`config.mk`:
```
export PLATFORM = sky130hd
export DESIGN_NAME = shared_bus_arbiter
export DESIGN_NICKNAME = d
export VERILOG_FILES = /design/src/rtl/shared_bus_arbiter.sv
export SDC_FILE = /design/constraint.sdc
export NUM_CORES = 1
export LEC_CHECK = 0
export BUFFER_PORTS_ARGS = -buffer_cell sky130_fd_sc_hd__buf_2
export CORE_MARGIN = 4
export CORE_UTILIZATION = 31
export CTS_CLUSTER_DIAMETER = 40
export DETAILED_ROUTE_END_ITERATION = 16
export GPL_TIMING_DRIVEN = 0
export HOLD_SLACK_MARGIN = 0.12
export MAX_ROUTING_LAYER = met4
export PLACE_DENSITY = 0.8
export SLEW_MARGIN = 10
export SYNTH_ARGS = -nofsm -noshare
export SYNTH_HDL_FRONTEND = slang
export SYNTH_SLANG_ARGS = --single-unit
```
`constraint.sdc`:
```
create_clock -name clk -period 1.85 [get_ports clk]
set_input_delay 0.0925 -clock clk [delete_from_list [all_inputs] [get_ports clk]]
set_output_delay 0.0925 -clock clk [all_outputs]
set_load 0.005 [all_outputs]
```
`src/rtl/shared_bus_arbiter.sv`:
```
// Round-robin owner sequencer for a shared tri-state word bus, with one idle turnaround cycle between owners.
// Optional macro ARB_BURST_LIMIT_EN caps every tenure at MAX_HOLD cycles.
module shared_bus_arbiter #(
   parameter int N        = 4,
   parameter int W        = 32,
   parameter int SEL_W    = 2,
   parameter int MAX_HOLD = 16
) (
   input  logic             clk,
   input  logic             rst,
   input  logic [N-1:0]     req,
   input  logic [N*W-1:0]   data_in,
   output logic [N-1:0]     gnt,
   output logic [N-1:0]     bus_en,
   output logic [SEL_W-1:0] sel,
   output logic             bus_valid,
   output logic [W-1:0]     bus_out,
   output logic [1:0]       state_dbg
);

   // Handshake: req[i] is a level request sampled on every rising edge, with no latching.
   // gnt[i] is the registered answer. Requester i owns the bus for every cycle that gnt[i]
   // is high and keeps ownership for as long as it holds req[i]. Dropping req[i] releases
   // the bus at the next edge.
   localparam logic [1:0] ST_IDLE  = 2'd0;
   localparam logic [1:0] ST_GRANT = 2'd1;
   localparam logic [1:0] ST_TURN  = 2'd2;

   localparam logic [N-1:0]     ONE_HOT0 = {{(N-1){1'b0}}, 1'b1};
   localparam logic [SEL_W-1:0] LAST_IDX = SEL_W'(N - 1);
   localparam bit CFG_OK = (N >= 2) && (N <= 8) && (SEL_W == $clog2(N)) && (MAX_HOLD >= 2);

`ifdef ARB_BURST_LIMIT_EN
   localparam int              HOLD_W    = $clog2(MAX_HOLD);
   localparam logic [HOLD_W-1:0] HOLD_LAST = HOLD_W'(MAX_HOLD - 1);
`endif

   logic [1:0]       state_q, state_d;
   logic [N-1:0]     gnt_q, gnt_d;
   logic [SEL_W-1:0] sel_q, sel_d;
   logic             valid_q, valid_d;
   logic [SEL_W-1:0] last_q, last_d;
`ifdef ARB_BURST_LIMIT_EN
   logic [HOLD_W-1:0] hold_q, hold_d;
`endif

   logic [SEL_W-1:0] scan_idx;
   logic [SEL_W-1:0] pick_idx;
   logic             pick_found;
   logic             drop_own;

   // Scan starts one past the previous owner, so that owner has the lowest priority.
   // The explicit wrap keeps the index legal when N is not a power of two.
   always_comb begin
      scan_idx   = last_q;
      pick_idx   = '0;
      pick_found = 1'b0;
      for (int k = 0; k < N; k++) begin
         scan_idx = (scan_idx == LAST_IDX) ? '0 : scan_idx + 1'b1;
         if (!pick_found && req[scan_idx]) begin
            pick_found = 1'b1;
            pick_idx   = scan_idx;
         end
      end
   end

   always_comb begin
      state_d  = state_q;
      gnt_d    = gnt_q;
      sel_d    = sel_q;
      valid_d  = valid_q;
      last_d   = last_q;
      drop_own = 1'b0;
`ifdef ARB_BURST_LIMIT_EN
      hold_d   = hold_q;
`endif
      case (state_q)
         ST_IDLE, ST_TURN: begin
            if (pick_found) begin
               state_d = ST_GRANT;
               gnt_d   = ONE_HOT0 << pick_idx;
               sel_d   = pick_idx;
               valid_d = 1'b1;
`ifdef ARB_BURST_LIMIT_EN
               hold_d  = '0;
`endif
            end else begin
               state_d = ST_IDLE;
            end
         end
         ST_GRANT: begin
            drop_own = !req[sel_q];
`ifdef ARB_BURST_LIMIT_EN
            drop_own = drop_own || (hold_q == HOLD_LAST);
`endif
            // sel keeps the last owner during TURN; only the enables go low.
            if (drop_own) begin
               state_d = ST_TURN;
               gnt_d   = '0;
               valid_d = 1'b0;
               last_d  = sel_q;
            end
`ifdef ARB_BURST_LIMIT_EN
            else begin
               hold_d = hold_q + 1'b1;
            end
`endif
         end
         default: begin
            state_d = ST_IDLE;
            gnt_d   = '0;
            valid_d = 1'b0;
         end
      endcase
   end

   always_ff @(posedge clk or posedge rst) begin
      if (rst) begin
         state_q <= ST_IDLE;
         gnt_q   <= '0;
         sel_q   <= '0;
         valid_q <= 1'b0;
         last_q  <= LAST_IDX;
`ifdef ARB_BURST_LIMIT_EN
         hold_q  <= '0;
`endif
      end else begin
         state_q <= state_d;
         gnt_q   <= gnt_d;
         sel_q   <= sel_d;
         valid_q <= valid_d;
         last_q  <= last_d;
`ifdef ARB_BURST_LIMIT_EN
         hold_q  <= hold_d;
`endif
      end
   end

   always_comb begin
      bus_out = '0;
      if (valid_q) begin
         bus_out = data_in[sel_q*W +: W];
      end
   end

   assign gnt       = gnt_q;
   assign bus_en    = gnt_q;
   assign sel       = sel_q;
   assign bus_valid = valid_q;
   assign state_dbg = state_q;

   a_cfg: assert property (@(posedge clk) CFG_OK);
   a_onehot: assert property (@(posedge clk) disable iff (rst) $onehot0(gnt_q));
   a_valid: assert property (@(posedge clk) disable iff (rst) valid_q == (gnt_q != '0));
   a_sel_range: assert property (@(posedge clk) disable iff (rst) sel_q <= LAST_IDX);
   a_no_overlap: assert property (@(posedge clk) disable iff (rst)
      (gnt_q != '0) |=> ((gnt_q == '0) || (gnt_q == $past(gnt_q))));

endmodule
```
**After elaboration in Yosys (flattened, before gate mapping)**

Cells that the tools add are included.

- Input bits: 134
- Logic and storage cells: 68
- Flip-flop bits (word level): 11
- Output and inout bits: 45

- $add $sub $neg: 4
- Order comparisons: 5
- Multiplexer cells: 32
- Reductions and logical operators: 11
- Shifts and indexed selects: 2
- Eq/ne operators: 8
- Bitwise operators: 1

Operator list:

| kind | number |
|---|---|
| $shiftx A128 B8 Y32 | 1 |
| $mux W32 | 1 |
| $mux W2 | 9 |
| $lt A2 B3 Y1 const B | 5 |
| $mux W1 | 12 |
| $bmux W1 S2 | 5 |
| $eq A2 B2 Y1 const B | 5 |
| $add A2 B1 Y2 const B | 4 |
| $mux W4 | 2 |
| $pmux W4 S2 | 1 |
| $reduce_and A2 Y1 | 3 |
| $ne A2 B2 Y1 const B | 2 |
| $pmux W2 S2 | 1 |
| $shl A1 B2 Y4 const A | 1 |
| $logic_and A1 B1 Y1 | 3 |
| $logic_not A1 Y1 | 3 |
| $eq A2 B1 Y1 const B | 1 |
| $logic_not A2 Y1 | 1 |
| $pmux W1 S2 | 1 |
| $reduce_or A2 Y1 | 1 |
| $not A1 Y1 | 1 |

**Depth between registers and ports, before layout**

- Depth after elaboration: 17
- Depth in mapped cells: 5

**Worst setup path after synthesis**

No wires, ideal clock.

- Path kind: register -> register
- Start: reg last_q[0]
- End: reg gnt_q[1], in the netlist bus_en[1]
- Path buffers: 0
- Stages on the path, launching flop included: 6
- Data arrival time: 1.662 ns
- Required time: 1.729 ns
- Path slack: 0.068 ns
- Cell sequence: dfstp_2 ha_1 or3b_2 o221ai_1 nor3_1 a22o_1

- Longest elaborated chain between the ends: 17
- Elaborated cells on any way between the ends: 39
- Those cells by class: 4 x add/sub; 5 x eq/ne; 1 x shift; 22 x mux; 7 x reduce/logical

RTL lines:

| what | line | RTL |
|---|---|---|
| start: declaration | 42 | `logic [SEL_W-1:0] last_q, last_d;` |
| start signal: assignment | 132 | `last_q <= last_d;` |
| $add A2 B1 Y2 / $eq A2 B2 Y1 (equally long branches) | 59 | `scan_idx = (scan_idx == LAST_IDX) ? '0 : scan_idx + 1'b1;` |
| $mux W2 * | 59 |  |
| branches (longest 15 deep; another with $add A2 B1 Y2) | - |  |
| end signal: assignment | 129 | `gnt_q <= gnt_d;` |
| end: declaration | 39 | `logic [N-1:0] gnt_q, gnt_d;` |

Mark *: on every way between the ends. The select of a mux whose other input is x is not followed.
A chain may end at the register's enable or synchronous reset.

**Worst setup path in the final report**

- Start: reg sel_q[0], in the netlist sel[0]
- End: out bus_out[18]

- Longest elaborated chain between the ends: 2

RTL lines:

| what | line | RTL |
|---|---|---|
| start: declaration | 40 | `logic [SEL_W-1:0] sel_q, sel_d;` |
| start signal: assignment | 130 | `sel_q <= sel_d;` |
| $shiftx A128 B8 Y32 | 142 | `bus_out = data_in[sel_q*W +: W];` |
| $mux W32 | 141 | `if (valid_q) begin` |
| end: declaration | 17 | `output logic [W-1:0] bus_out,` |

Every way passes these cells.

==> impl_metrics.csv <==
group,metric,value,unit
routing,initialDrtViolationCount,28,
placed_design,place_ws,-0.117,ns
grt,antenna_found_initial,0,
clock_tree,cts_sinks,11,
logic_synthesis,ys_types,32,
grt,first_global_vias,1945,
logic_synthesis,ys_seq_area_share,17.9,%
routing,wl_per_cell,17.8,um
clock_tree,htree_num_levels,1,
finish,layout_commonest_cell,"buf_2",
clock_tree,clkTransAtPathRegs,0.05,ns
power,p_seq_share,13.1,%
floorplanning,core_area,4790,um2
run_status,outcome,"completed",
timing,fin_hold_ws,0.279,ns
logic_synthesis,synth_area,1550,um2
clock_tree,clk_path_buf_depth,2,
timing,worst_slew_pin_slew,0.468,ns
logic_synthesis,avgSynthCellArea,12.3,um2
setup_path,startpoint_type,"register",
power,p_per_area,1410,nW/um2
placed_design,gp_congestion,0.820,
clock_tree,cts-root-buf,"clkbuf_8",
timing,max_freq,546,MHz
floorplanning,die_y,78.7,um
finish,area_delta_synth_final,86.6,%
finish,layout-drive-gt1-share,80.7,%
clock_tree,cts_made_buffers,3,
setup_path,crit_required,1.76,ns
power,vdd_drop_max,0.862,mV
floorplanning,die_area,6200,um2
finish,final_cell_mix,"167 x buf_2, 33 x mux4_2, 20 x and2_1, 12 x and2_4, 12 x buf_6",
floorplanning,num_io_pins,179,
finish,final_util,60.4,%
clock_tree,cts_tree,"done",
timing,finalCritPeriodShare,98.9,%
floorplanning,die_w,78.7,um
hold_path,hold_path_class,"in2reg",
finish,fin_nets,452,
power,power_frac_clock,5.9,%
timing,hold_viol,0,
setup_path,arrival,1.74,ns
timing,skew,0.00368,ns
placed_design,dpl.hpwl,5470,um
grt,track_usage,19.9,%
timing,setup_viol,0,
timing,finalCriticalPeriod,1.83,ns
routing,drt_pass1_iterations,4,
power,swShare,35.7,%
placed_design,place_area,2520,um2
timing,slew_viol_final,0,
placed_design,dpl.cell_count,371,
grt,grt_max_degree,12,
finish,diodes,0,
placed_design,portBuffers,178,
power,p_int,2.62,mW
setup_path,crit_type,"reg2out",
run,maxCapViolations,0,
timing,setup_ws,0.0197,ns
routing,avgViaCountPerCell,4.96,
floorplanning,start_util,32.4,%
finish,final_area,2890,um2
logic_synthesis,synth_fp_nets,261,
timing,rsz0062_at_grt,"yes",
setup_path,cp_max_fo,5,
power,power.leakage,1.46,nW
grt,grt_pass1_wl,9500,um
grt,gr-total-overflow,0,
setup_path,endpoint_kind,"primary output",
routing,vias,1898,
timing,slew_headroom,68.5,%
finish,stdcell_count,383,
routing,drcViolationCount,0,
logic_synthesis,ys_seq_elements,11,
routing,routed_wl,6800,um
logic_synthesis,yosysWarnings,0,
clock_tree,clk_latency,0.24,ns
logic_synthesis,syn_inst,126,
floorplanning,rows,25,
routing,antenna_left,0,
power,p_switching,1.45,mW
power,comb_power_share,81.0,%
## power groups by stage
| stage | combinational (mW) | clock (mW) | sequential (mW) |
|---|---|---|---|
| after floorplan | 1.69 | 0 | 0.471 |
| after global placement | 2.50 | 0 | 0.486 |
| after detailed placement | 2.56 | 0 | 0.495 |
| after CTS | 2.71 | 0.242 | 0.525 |
| after global routing | 3.57 | 0.258 | 0.558 |
| final | 3.30 | 0.239 | 0.533 |
## worst max-delay path, cell delays in order (launching register included)
cell	delay, ns
dfrtp_2	0.41
buf_12	0.14
clkbuf_16	0.15
mux4_2	0.49
and2_1	0.18
buf_2	0.13
## cell families after synthesis
group           after synthesis  synth area share [%]
mux                          35                  49.4
flops                        11                  17.9
compound gates               17                  7.59
buf+inv                      17                  5.81
fa+ha+maj                     1                 0.807
simple gates                 45                  18.5
## cell type report
| class | count | area [um2] |
|---|---|---|
| fillers | 408 | 1890 |
| flip-flops and latches | 11 | 280 |
| multi-input cells | 98 | 1240 |
| plain buffers | 14 | 136 |
| repair buffers | 187 | 1100 |
| clock buffers | 4 | 45.0 |
| well taps | 67 | 83.8 |
| inverters | 2 | 7.51 |
## final timing paths
kind / depth (start not counted) / slack, ns / from / to
max: 5 / 0.02 / sel[0] / bus_out[18]
min: 3 / 0.28 / req[3] / bus_en[0]
max reg2reg: 5 / 0.07 / last_q[0] / bus_en[1]
min reg2reg: 1 / 0.52 / bus_en[2] / bus_en[2]
max in group asynchronous: 3 / 1.15 / rst / last_q[0]
min in group asynchronous: 3 / 0.38 / rst / bus_en[0]
## cell usage after synthesis
| cell type | n | area, um2 |
|---|---|---|
| inv_1 | 2 | 7.51 |
| o22a_1 | 1 | 8.76 |
| mux2_1 | 2 | 22.5 |
| nor4_1 | 1 | 6.26 |
| nor3b_4 | 1 | 18.8 |
| or2_2 | 1 | 6.26 |
| and2_1 | 32 | 200 |
| o22ai_1 | 1 | 6.26 |
| buf_2 | 3 | 15.0 |
| o2bb2ai_1 | 2 | 17.5 |
| nand2_1 | 2 | 7.51 |
| nor2_1 | 2 | 7.51 |
| ha_1 | 1 | 12.5 |
| o221ai_1 | 1 | 8.76 |
| a21oi_1 | 2 | 10.0 |
| a21boi_0 | 1 | 7.51 |
| nand2b_1 | 2 | 12.5 |
| o31a_1 | 1 | 8.76 |
| buf_6 | 1 | 11.3 |
| mux4_2 | 33 | 743 |
| clkbuf_1 | 7 | 26.3 |
| dfrtp_1 | 9 | 225 |
| nor2b_1 | 1 | 6.26 |
| or3b_2 | 1 | 8.76 |
| o21ai_1 | 1 | 5.00 |
| nor3_1 | 1 | 5.00 |
| a21o_1 | 1 | 7.51 |
| o21ai_0 | 4 | 20.0 |
| dfstp_2 | 2 | 52.6 |
| buf_4 | 4 | 30.0 |
| nand3b_1 | 1 | 7.51 |
| a22o_1 | 2 | 17.5 |
## stage by stage
step	total power [mW]	TNS [ns]
CTS	3.48	0
finish	4.07	0
global route	4.39	-0.199
floorplan	2.16	0
detailed placement	3.05	-2.65
global placement	2.99	-1.86
## state kept, by name, indices dropped and copies added (netlist names)
register,flops
bus_en,4
state_dbg,2
bus_valid,1
sel,2
last_q,2
## what timing repair did
item	4_1_cts	5_1_grt
hold buffers	1	0
gates resized for setup	15	31
endpoints found under the hold margin	9	0
cloned	0	4
buffers inserted	3	1
setup endpoints to repair	30	31
## metal layers
layer	vias up	routed length (um)	GRT usage [%]
met2	84	3870	37.0
met3	16	445	3.29
met1	921	2360	22.2
met4	0	128	4.37
met5	-	0	-
li1	877	-	-
Note: power is estimated with default switching activity, not from simulation.
